<file path="src/rtl/bus_read_port.sv">
// Registered source-select for the shared datapath bus, with a valid/ack capture stage.
// Optional multi-source checker built when BUS_CONFLICT_DETECT_EN is defined.
module bus_read_port #(
  parameter int WIDTH = 32,
  parameter int NSRC  = 24
) (
  input  logic                  clk,
  input  logic                  clr,
  input  logic [NSRC*WIDTH-1:0] src_data,
  input  logic [NSRC-1:0]       src_sel,
  input  logic                  req,
  input  logic                  ack,
  output logic [WIDTH-1:0]      BusMuxOut,
  output logic                  bus_valid,
  output logic [4:0]            sel_code,
  output logic                  conflict,
  output logic [7:0]            conflict_cnt
);

  typedef enum logic {
    IDLE  = 1'b0,
    DRIVE = 1'b1
  } state_t;

  state_t           r_state;
  state_t           w_state_nxt;
  logic             w_capture;
  logic [WIDTH-1:0] r_bus;
  logic [4:0]       r_code;
  logic [WIDTH-1:0] w_data;
  logic [4:0]       w_idx;

  always_ff @(posedge clk) begin
    if (clr) begin
      r_state <= IDLE;
    end else begin
      r_state <= w_state_nxt;
    end
  end

  always_comb begin
    w_state_nxt = r_state;
    w_capture   = 1'b0;
    case (r_state)
      IDLE: begin
        if (req) begin
          w_capture   = 1'b1;
          w_state_nxt = DRIVE;
        end
      end
      DRIVE: begin
        if (ack) begin
          w_capture   = req;
          w_state_nxt = req ? DRIVE : IDLE;
        end
      end
      default: w_state_nxt = IDLE;
    endcase
  end

  // Scan downward so the lowest set bit is the last one to assign.
  always_comb begin
    w_idx  = 5'd31;
    w_data = '0;
    for (int i = NSRC - 1; i >= 0; i--) begin
      if (src_sel[i]) begin
        w_idx  = 5'(i);
        w_data = src_data[i*WIDTH +: WIDTH];
      end
    end
  end

  always_ff @(posedge clk) begin
    if (clr) begin
      r_bus  <= '0;
      r_code <= '0;
    end else if (w_capture) begin
      r_bus  <= w_data;
      r_code <= w_idx;
    end
  end

  assign BusMuxOut = r_bus;
  assign sel_code  = r_code;
  assign bus_valid = (r_state == DRIVE);

`ifdef BUS_CONFLICT_DETECT_EN
  logic       w_multi;
  logic       r_conflict;
  logic [7:0] r_conflict_cnt;

  // Clearing the lowest set bit leaves something only when two or more were set.
  assign w_multi = |(src_sel & (src_sel - {{(NSRC-1){1'b0}}, 1'b1}));

  always_ff @(posedge clk) begin
    if (clr) begin
      r_conflict     <= 1'b0;
      r_conflict_cnt <= '0;
    end else if (w_capture && w_multi) begin
      r_conflict <= 1'b1;
      if (r_conflict_cnt != 8'hFF) begin
        r_conflict_cnt <= r_conflict_cnt + 8'd1;
      end
    end
  end

  assign conflict     = r_conflict;
  assign conflict_cnt = r_conflict_cnt;
`else
  assign conflict     = 1'b0;
  assign conflict_cnt = 8'd0;
`endif

endmodule

</file>
<file path="config.mk">
export PLATFORM = sky130hd
export DESIGN_NAME = bus_read_port
export DESIGN_NICKNAME = d
export VERILOG_FILES = /design/src/rtl/bus_read_port.sv
export SDC_FILE = /design/constraint.sdc
export NUM_CORES = 1
export LEC_CHECK = 0
export ABC_AREA = 1
export ABC_CLOCK_PERIOD_IN_PS = 3600
export CELL_PAD_IN_SITES_DETAIL_PLACEMENT = 1
export CELL_PAD_IN_SITES_GLOBAL_PLACEMENT = 1
export CORE_AREA = 5 5 327 329
export CTS_CLUSTER_SIZE = 20
export DETAILED_ROUTE_END_ITERATION = 6
export DIE_AREA = 0 0 332 334
export HOLD_SLACK_MARGIN = 0.1
export PLACE_DENSITY_LB_ADDON = 0.1
export SLEW_MARGIN = 20
export SYNTH_ARGS = -nofsm -noshare
export SYNTH_HDL_FRONTEND = slang
export SYNTH_SLANG_ARGS = --single-unit
</file>
<file path="constraint.sdc">
create_clock -name clk -period 3.6 [get_ports clk]
set_input_delay 0.36 -clock clk [delete_from_list [all_inputs] [get_ports clk]]
set_output_delay 0.36 -clock clk [all_outputs]
set_load 0.02 [all_outputs]
</file>
; After elaboration in Yosys (flattened, before gate mapping)
; Index checks and enable logic that the tools add are counted.
[op_classes]
muxes = 53
n_bitwise = 1
[op_table]
columns = operator, count
row1 = 32-bit two-way mux, 24
row2 = 5-bit two-way mux, 23
row3 = 4-bit two-way mux, 1
row4 = 1-bit one-hot mux with 2 select lines, 2
row5 = 1-bit two-way mux, 3
row6 = 1-bit NOT, 1
[totals]
regBits = 38
output_inout_bits = 47
word_cells = 57

; Longest topological paths before layout
[depth]
word_depth = 24
depth_mapped = 22
mapped_depth_nobuf = 21

; Worst setup path before layout
; Ideal clock, no wire load.
[synth_path]
path_type = input to register
from = input port src_sel[15]
to = register r_bus[4], in the netlist BusMuxOut[4]
setup_ps = 125
t_arrival_ps = 1689
required_time_ps = 3475
setup_slack_ps = 1786
cell_stages = 16
path_buffers = 2
path_cell_list = buf_4 nor2_4 inv_2 buf_2 a221oi_1 o21ai_1 nand2_1 nand2_1 nand2_1 nand2_1 nand2_1 nand2_1 nand2_1 nand2_1 a21oi_1 nor2_1
[synth_via]
elab_chain_len = 16
[synth_lines]
columns = item, line
row1 = "start, declared", 10  ; input logic [NSRC-1:0] src_sel,
row2 = 32-bit two-way mux (16 in a row), 66  ; if (src_sel[i]) begin
row3 = "end signal, assigned", 78  ; r_bus <= w_data;
row4 = "end, declared", 28  ; logic [WIDTH-1:0] r_bus;
; No other way between the ends.
; A chain may end at the register's enable or synchronous reset.

; Worst setup path after layout
[layout_path]
from = input port src_sel[21]
to = register r_bus[13], in the netlist BusMuxOut[13]
[layout_via]
elab_chain_len = 22
[layout_lines]
columns = item, line
row1 = 32-bit two-way mux (22 in a row), 66
; No other way between the ends.

==> results <==
## registers in the layout, summed over array words and instances, names as in the netlist
register and cells:
sel_code 5, BusMuxOut 32, bus_valid 1
## synthesized netlist by cell type, drive strengths merged
cell type	number	area share
nand2	522	0.23
nor2	174	0.082
a21oi	122	0.075
a221oi	120	0.12
o21ai	87	0.051
o221a	84	0.11
clkbuf	69	0.084
buf	46	0.044
nand3	44	0.026
inv	40	0.018
dfxtp	38	0.090
nor3	14	0.0083
o211ai	11	0.0098
o221ai	11	0.011
a221o	8	0.0098
clkinv	8	0.0035
dlygate4sd1	7	0.0072
dlygate4sd3	3	0.0035
o21bai	3	0.0027
a31oi	1	0.00074
conb	1	0.00044
dlymetal6s2s	1	0.0015
nor4	1	0.00074
o41ai	1	0.0010
## per-stage QoR
stage	worst slack, ns	power (mW)
after floorplan	1.786	1.195
after global placement	0.01057	2.619
after detailed placement	0.006504	2.627
after CTS	0.3245	3.136
after global routing	0.1316	3.252
final	0.4199	3.058
## kinds of logic (layout without fill, tap and decap cells)
logic type | after synthesis | after routing | share of synthesized area
AOI/OAI and AO/OA | 448 | 448 | 0.3980
buffers and inverters | 174 | 1000 | 0.1610
DFF | 38 | 38 | 0.08990
and+or+nand+nor | 755 | 755 | 0.3506
other | 1 | 33 | 0.0004432
## metal layers
layer / part of all wire / wire length (µm) / vias to the layer above
met1: 0.37 / 40870 / 6709
met4: 0.014 / 1577 / 70
met3: 0.077 / 8412 / 139
met5: 0.0042 / 465 / -
met2: 0.53 / 58100 / 588
li1: - / - / 6744
## area by class of cell
type,count,area share
Timing Repair Buffer,945,0.4988
Inverter,48,0.009772
Multi-Input combinational cell,1212,0.3461
Tap cell,1380,0.09365
Clock buffer,7,0.007193
Antenna cell,24,0.003257
Sequential cell,38,0.04126
## worst max-delay path by stage
stage | endpoint | startpoint | slack (ns)
6_report | BusMuxOut[13]$_SDFFE_PP0P_ | src_sel[21] | 0.42
5_1_grt | BusMuxOut[19]$_SDFFE_PP0P_ | src_sel[21] | 0.13
4_1_cts | BusMuxOut[19]$_SDFFE_PP0P_ | src_sel[21] | 0.32
3_5_place_dp | BusMuxOut[19]$_SDFFE_PP0P_ | src_sel[21] | 0.007
3_3_place_gp | BusMuxOut[13]$_SDFFE_PP0P_ | src_sel[21] | 0.01
2_1_floorplan | BusMuxOut[4]$_SDFFE_PP0P_ | src_sel[15] | 1.79
## power breakdown
group	total, mW	switching [mW]	internal, mW
clock	0.487	0.231	0.256
sequential	0.470	0.0188	0.451
combinational	2.10	0.966	1.14
total	3.06	1.22	1.84
## worst max-delay path: cells and delay by family
kind / cells / cell delay (ns)
simple gates: 10 / 0.89
compound gates: 4 / 0.76
buf+inv: 6 / 1.32
==> metrics <==
Hold Path Depth 2; post-synthesis register bit count 38; hold slack final between 0.4 and 0.5 ns; WL/cell 29.94 µm; synthesized area 0.008462 mm²; DP HPWL between 90,000 and 100,000 µm; Post-Syn Instances 1,416; min-delay worst type flip-flop to flip-flop; share of layout cells above drive strength 1 0.1067; CP required 3.78 ns; met1 usage 0.1996; WS Path Type input pin to flip-flop; reg2reg setup slack 1.21 ns; CP peak stage delay 0.53 ns; DRT Pass-1 Iters 4; most frequent cells in the layout clkdlybuf4s50_1 (829), nand2_1 (515), nor2_1 (163); grt peak-use layer met2; antenna viol nets, final 0; # IOs 843; Post-CTS Setup Bufs 0; CTS sink cnt 38; first-pass GRT wire length 142,400 µm; Final Hold Vio Count 0; fin. max-slew vios 0; Fin Clk Skew 0.008587 ns; RSZ-0062 raised after global routing false; Critical Path Source Type input pin; gr usage total 0.1865; Final min period 3.180 ns; CP arrival around 3.4 ns; I/O Buffers 833; Syn. warnings 0; CP Capture Type flip-flop; placed cell count 3,623; met3 usage 0.06162; nets@finish 3,046; root buffer cell clkbuf_16; leakage power about 6.8 nW; Reg-to-Reg Start bus_valid$_SDFF_PP0_; initial core utilization 0.08199; largest net degree at the start of global routing 51; fill count 12,459; status completed; achievable clock frequency 0.3145 GHz; M2 GR Usage 0.3631; register area 760.7 µm²; FP Rows 118; Skew-Pair Late Insertion Delay 0.31 ns; Yosys cell types 36; most common cell after layout, fill and taps aside clkdlybuf4s50_1; Syn Area/Cell 5.976 µm²; CP Cell Sequence clkdlybuf4s50_1 > buf_12 > inv_2 > nand2_2 > nor2_4 > buf_4 > nand2_1 > nand3_1 > o211ai_1 > nand3_1 > a21oi_1 > buf_4 > o21ai_0 > buf_4 > nand2_1 > nand2_1 > nand2_1 > nand2_1 > nand2_1 > a21oi_1; width of the die between 300 and 400 µm; non-filler instance count after layout 3,654; CTS tree yes; clock buffer count from CTS 5; H-tree levels 2; DRC 0; core area 0.1032 mm²; multi-input logic area 0.006381 mm²; r2r worst-path depth 7; post-layout util 0.1787; initial antenna violation count 82; DIE AREA 0.1109 mm²; Final Cycle Share 0.8834; hold-critical path endpoint sel_code[2]$_SDFFE_PP0P_; setup_tns 0 ns; Die Ht 334 µm; Worst path slowest cell clkdlybuf4s50_1; Worst Min Path Start sel_code[2]$_SDFFE_PP0P_; number of gates resized after cts 0; Final Setup Violations 0; Final GP Congestion 0.8417; register area share after synthesis 0.08990; CP Max Fanout 6; vias in the first global route between 15,000 and 20,000; average vias per placed instance a little under 4; PD cells 165.8 mW/mm²; Area after DPL 0.01825 mm²; number of max-cap violations 0; total vias in the final route 14,250; total grt overflow 0; Clock Tree Buf Depth 2; final instance area ~0.018 mm²; Max IR drop VDD 144.7 µV; CTS Hold Buffers Added 0; drt first-iter violations 632; P&R area growth vs syn 117.9%; final wirelength 109,400 µm; reg2reg end sel_code[3]$_SDFFE_PP0P_; Max-slew headroom 0.2432; CTS clk-pin slew, worst paths roughly 0.07 ns; most frequent CP cell nand2_1; measured slew at the worst slew-check pin about 1.1 ns
(Power assumes the default switching activity.)
==> RTL change (same flow settings) <==
Add a define of `BUS_CONFLICT_DETECT_EN`.
--- a/src/rtl/bus_read_port.sv
+++ b/src/rtl/bus_read_port.sv
@@ -2,2 +2,4 @@
 // Optional multi-source checker built when BUS_CONFLICT_DETECT_EN is defined.
+`define BUS_CONFLICT_DETECT_EN
+
 module bus_read_port #(
Formal check against the unedited RTL: not equivalent (a bounded check fails within 4 cycles, from zero or initial values).
==> RTL change against the original RTL <==
Wire length down 3.8%. Final area is 6.2% higher. Sequential cell count up 9. Final cell count grew 10%. Register-to-register slack improved by 0.17 ns. Combinational power grew 5%. Global-route usage is 0.77 points lower. Synthesized cell count up 31%. Synthesized area rose by 10%. Setup slack improved by 0.16 ns. Clock power increased by 13%. Total power is 8.7% higher. Critical endpoint is now BusMuxOut[7].
==> RTL change: results (changes against the original RTL) <==
* Maximum fanout along the worst path at 23 (+17)
* Status: finished clean
* Slew headroom at 35.4% (+11 points)
* Vias in the first global route at 17752 (+11%)
* RePlAce Congestion at 0.858 (+1.9%)
* Post_cts resized at 0 (unchanged)
* CP arrival at 3.28 ns (-0.08 ns)
* Via Count at 16112 (+13%)
* Wirelength per Cell at 26.2 µm (-13%)
* Max VDD drop at 149 µV (+3.2%)
* GRT Util Overall at 17.9% (-0.77 points)
* Wire length of the first global-routing pass at 142000 µm (-0.47%)
* Post-synthesis net count at ~2700
* Synth warn at 0 (unchanged)
* Worst Skew at 0.0121 ns (+0.00346 ns)
* Htree depth at 2 (unchanged)
* Initial antenna violation count at 53 (-35%)
* Lkg Pwr at 0.00768 µW (+14%)
* Placed cell areas at 0.0194 mm² (+6.1%)
* Post-synthesis sequential area ratio at 10.1% (+1.1 points)
* Pre-CTS setup slack at 0.113 ns (+0.106 ns)
* Synth top cells by count: nand2_1 (695), nor2_1 (422), a221oi_1 (160), clkbuf_1 (110), o21ai_0 (70)
* Min-delay src: conflict
* Setup_tns at 0 ns (unchanged)
* Top cells by area, synth: nand2_1 (28%), nor2_1 (17%), a221oi_1 (15%), dfxtp_1 (10%), clkbuf_1 (4.4%)
* Count of cell types in the netlist at 39 (+8.3%)
* First-iteration detailed-routing DRC count at 713 (+13%)
* Tcrit/Tclk final at 83.9% (-4.5 points)
* Top-area cell type share of the netlist area at 27.9% (+5.0 points)
* Port bufs at 842 (+1.1%)
* Layout cells sized above 1 at 4.20% (-6.5 points)
* Crit path from: src_sel[18]
* Final HPWL DP at 91200 µm (-7.3%)
* Net count, final at 3412 (+12%)
* Clk slew on worst S/H paths at 0.09 ns (+0.02 ns)
* TritonRoute pass-1 iters at 5 (+1)
RTL change: changes by cell type in the layout (fill, tap and decap cells not counted), moves of 23 or more:
cell      delta
nor2_1     +253
o21bai_1    +24
a31oi_1     +64
inv_1       +26
o221a_2     -82
nand2_1    +179
a221oi_1    +40
a21oi_1     -59
buf_4       -57
o21ai_1     -23
RTL change: area by class of cell:
type                            instances  area, µm²
Sequential cell                        47        941
Fill cell                           12673      83600
Inverter                               63        236
Antenna cell                           27       67.6
Multi-Input combinational cell       1596       7540
Clock buffer                            6        139
Tap cell                             1380       1730
Clock inverter                          2       16.3
Timing Repair Buffer                  902       8910
RTL change: where the power goes:
| part | internal, µW | leakage, µW | switching [µW] |
|---|---|---|---|
| Clock | 280 | 0.0000732 | 269 |
| Combinational | 1140 | 0.00722 | 1060 |
| Sequential | 557 | 0.000388 | 22.0 |
| Total | 1980 | 0.00768 | 1350 |
RTL change: routing by layer:
layer  global-route usage [%]  share of wire (%)
met3                     4.95                5.9
met4                     4.50                2.2
met5                        0               0.31
met1                     19.9                 40
met2                     33.6                 52
RTL change: cells by family after synthesis:
kind of cell | Yosys count | synth area share (%)
AND/OR/NAND/NOR | 1202 | 50.8
AO/OA/AOI/OAI | 388 | 29.0
buffers and inverters | 219 | 9.58
flip-flops | 47 | 10.1
XOR/XNOR | 5 | 0.469
adder cells (fa/ha/maj) | 1 | 0.134
RTL change: critical path, stage by stage:
cell and delay (ns):
clkdlybuf4s50_1 0.52, nor2_4 0.47, buf_4 0.27, o21ai_0 0.09
o21bai_1 0.17, nand2_1 0.07, nand2_1 0.09, nand2_1 0.10
nand2_1 0.05, nand2_1 0.17, nand2_1 0.10, nand2_1 0.07
nand2_1 0.10, nand2_1 0.08, nand2_1 0.08, nand2_1 0.22
nand2_1 0.09, a21oi_1 0.13
RTL change: metrics by stage:
| stage | utilization, % | total power (µW) | std cells |
|---|---|---|---|
| global route | 18.9 | 3570 | 4009 |
| finish | 19.0 | 3330 | 4023 |
| floorplan | - | 1350 | 1862 |
| CTS | 18.9 | 3420 | 3996 |
| detailed placement | 18.8 | 2840 | 3988 |
| global placement | 18.7 | 2840 | 3987 |
RTL change: final timing paths:
check | endpoint | slack (ns) | cells past startpoint
setup / recovery | BusMuxOut[7] | 0.58 | 18
hold / removal | conflict | 0.47 | 2
setup reg to reg | conflict_cnt[6] | 1.38 | 8
hold reg to reg | conflict | 0.47 | 2
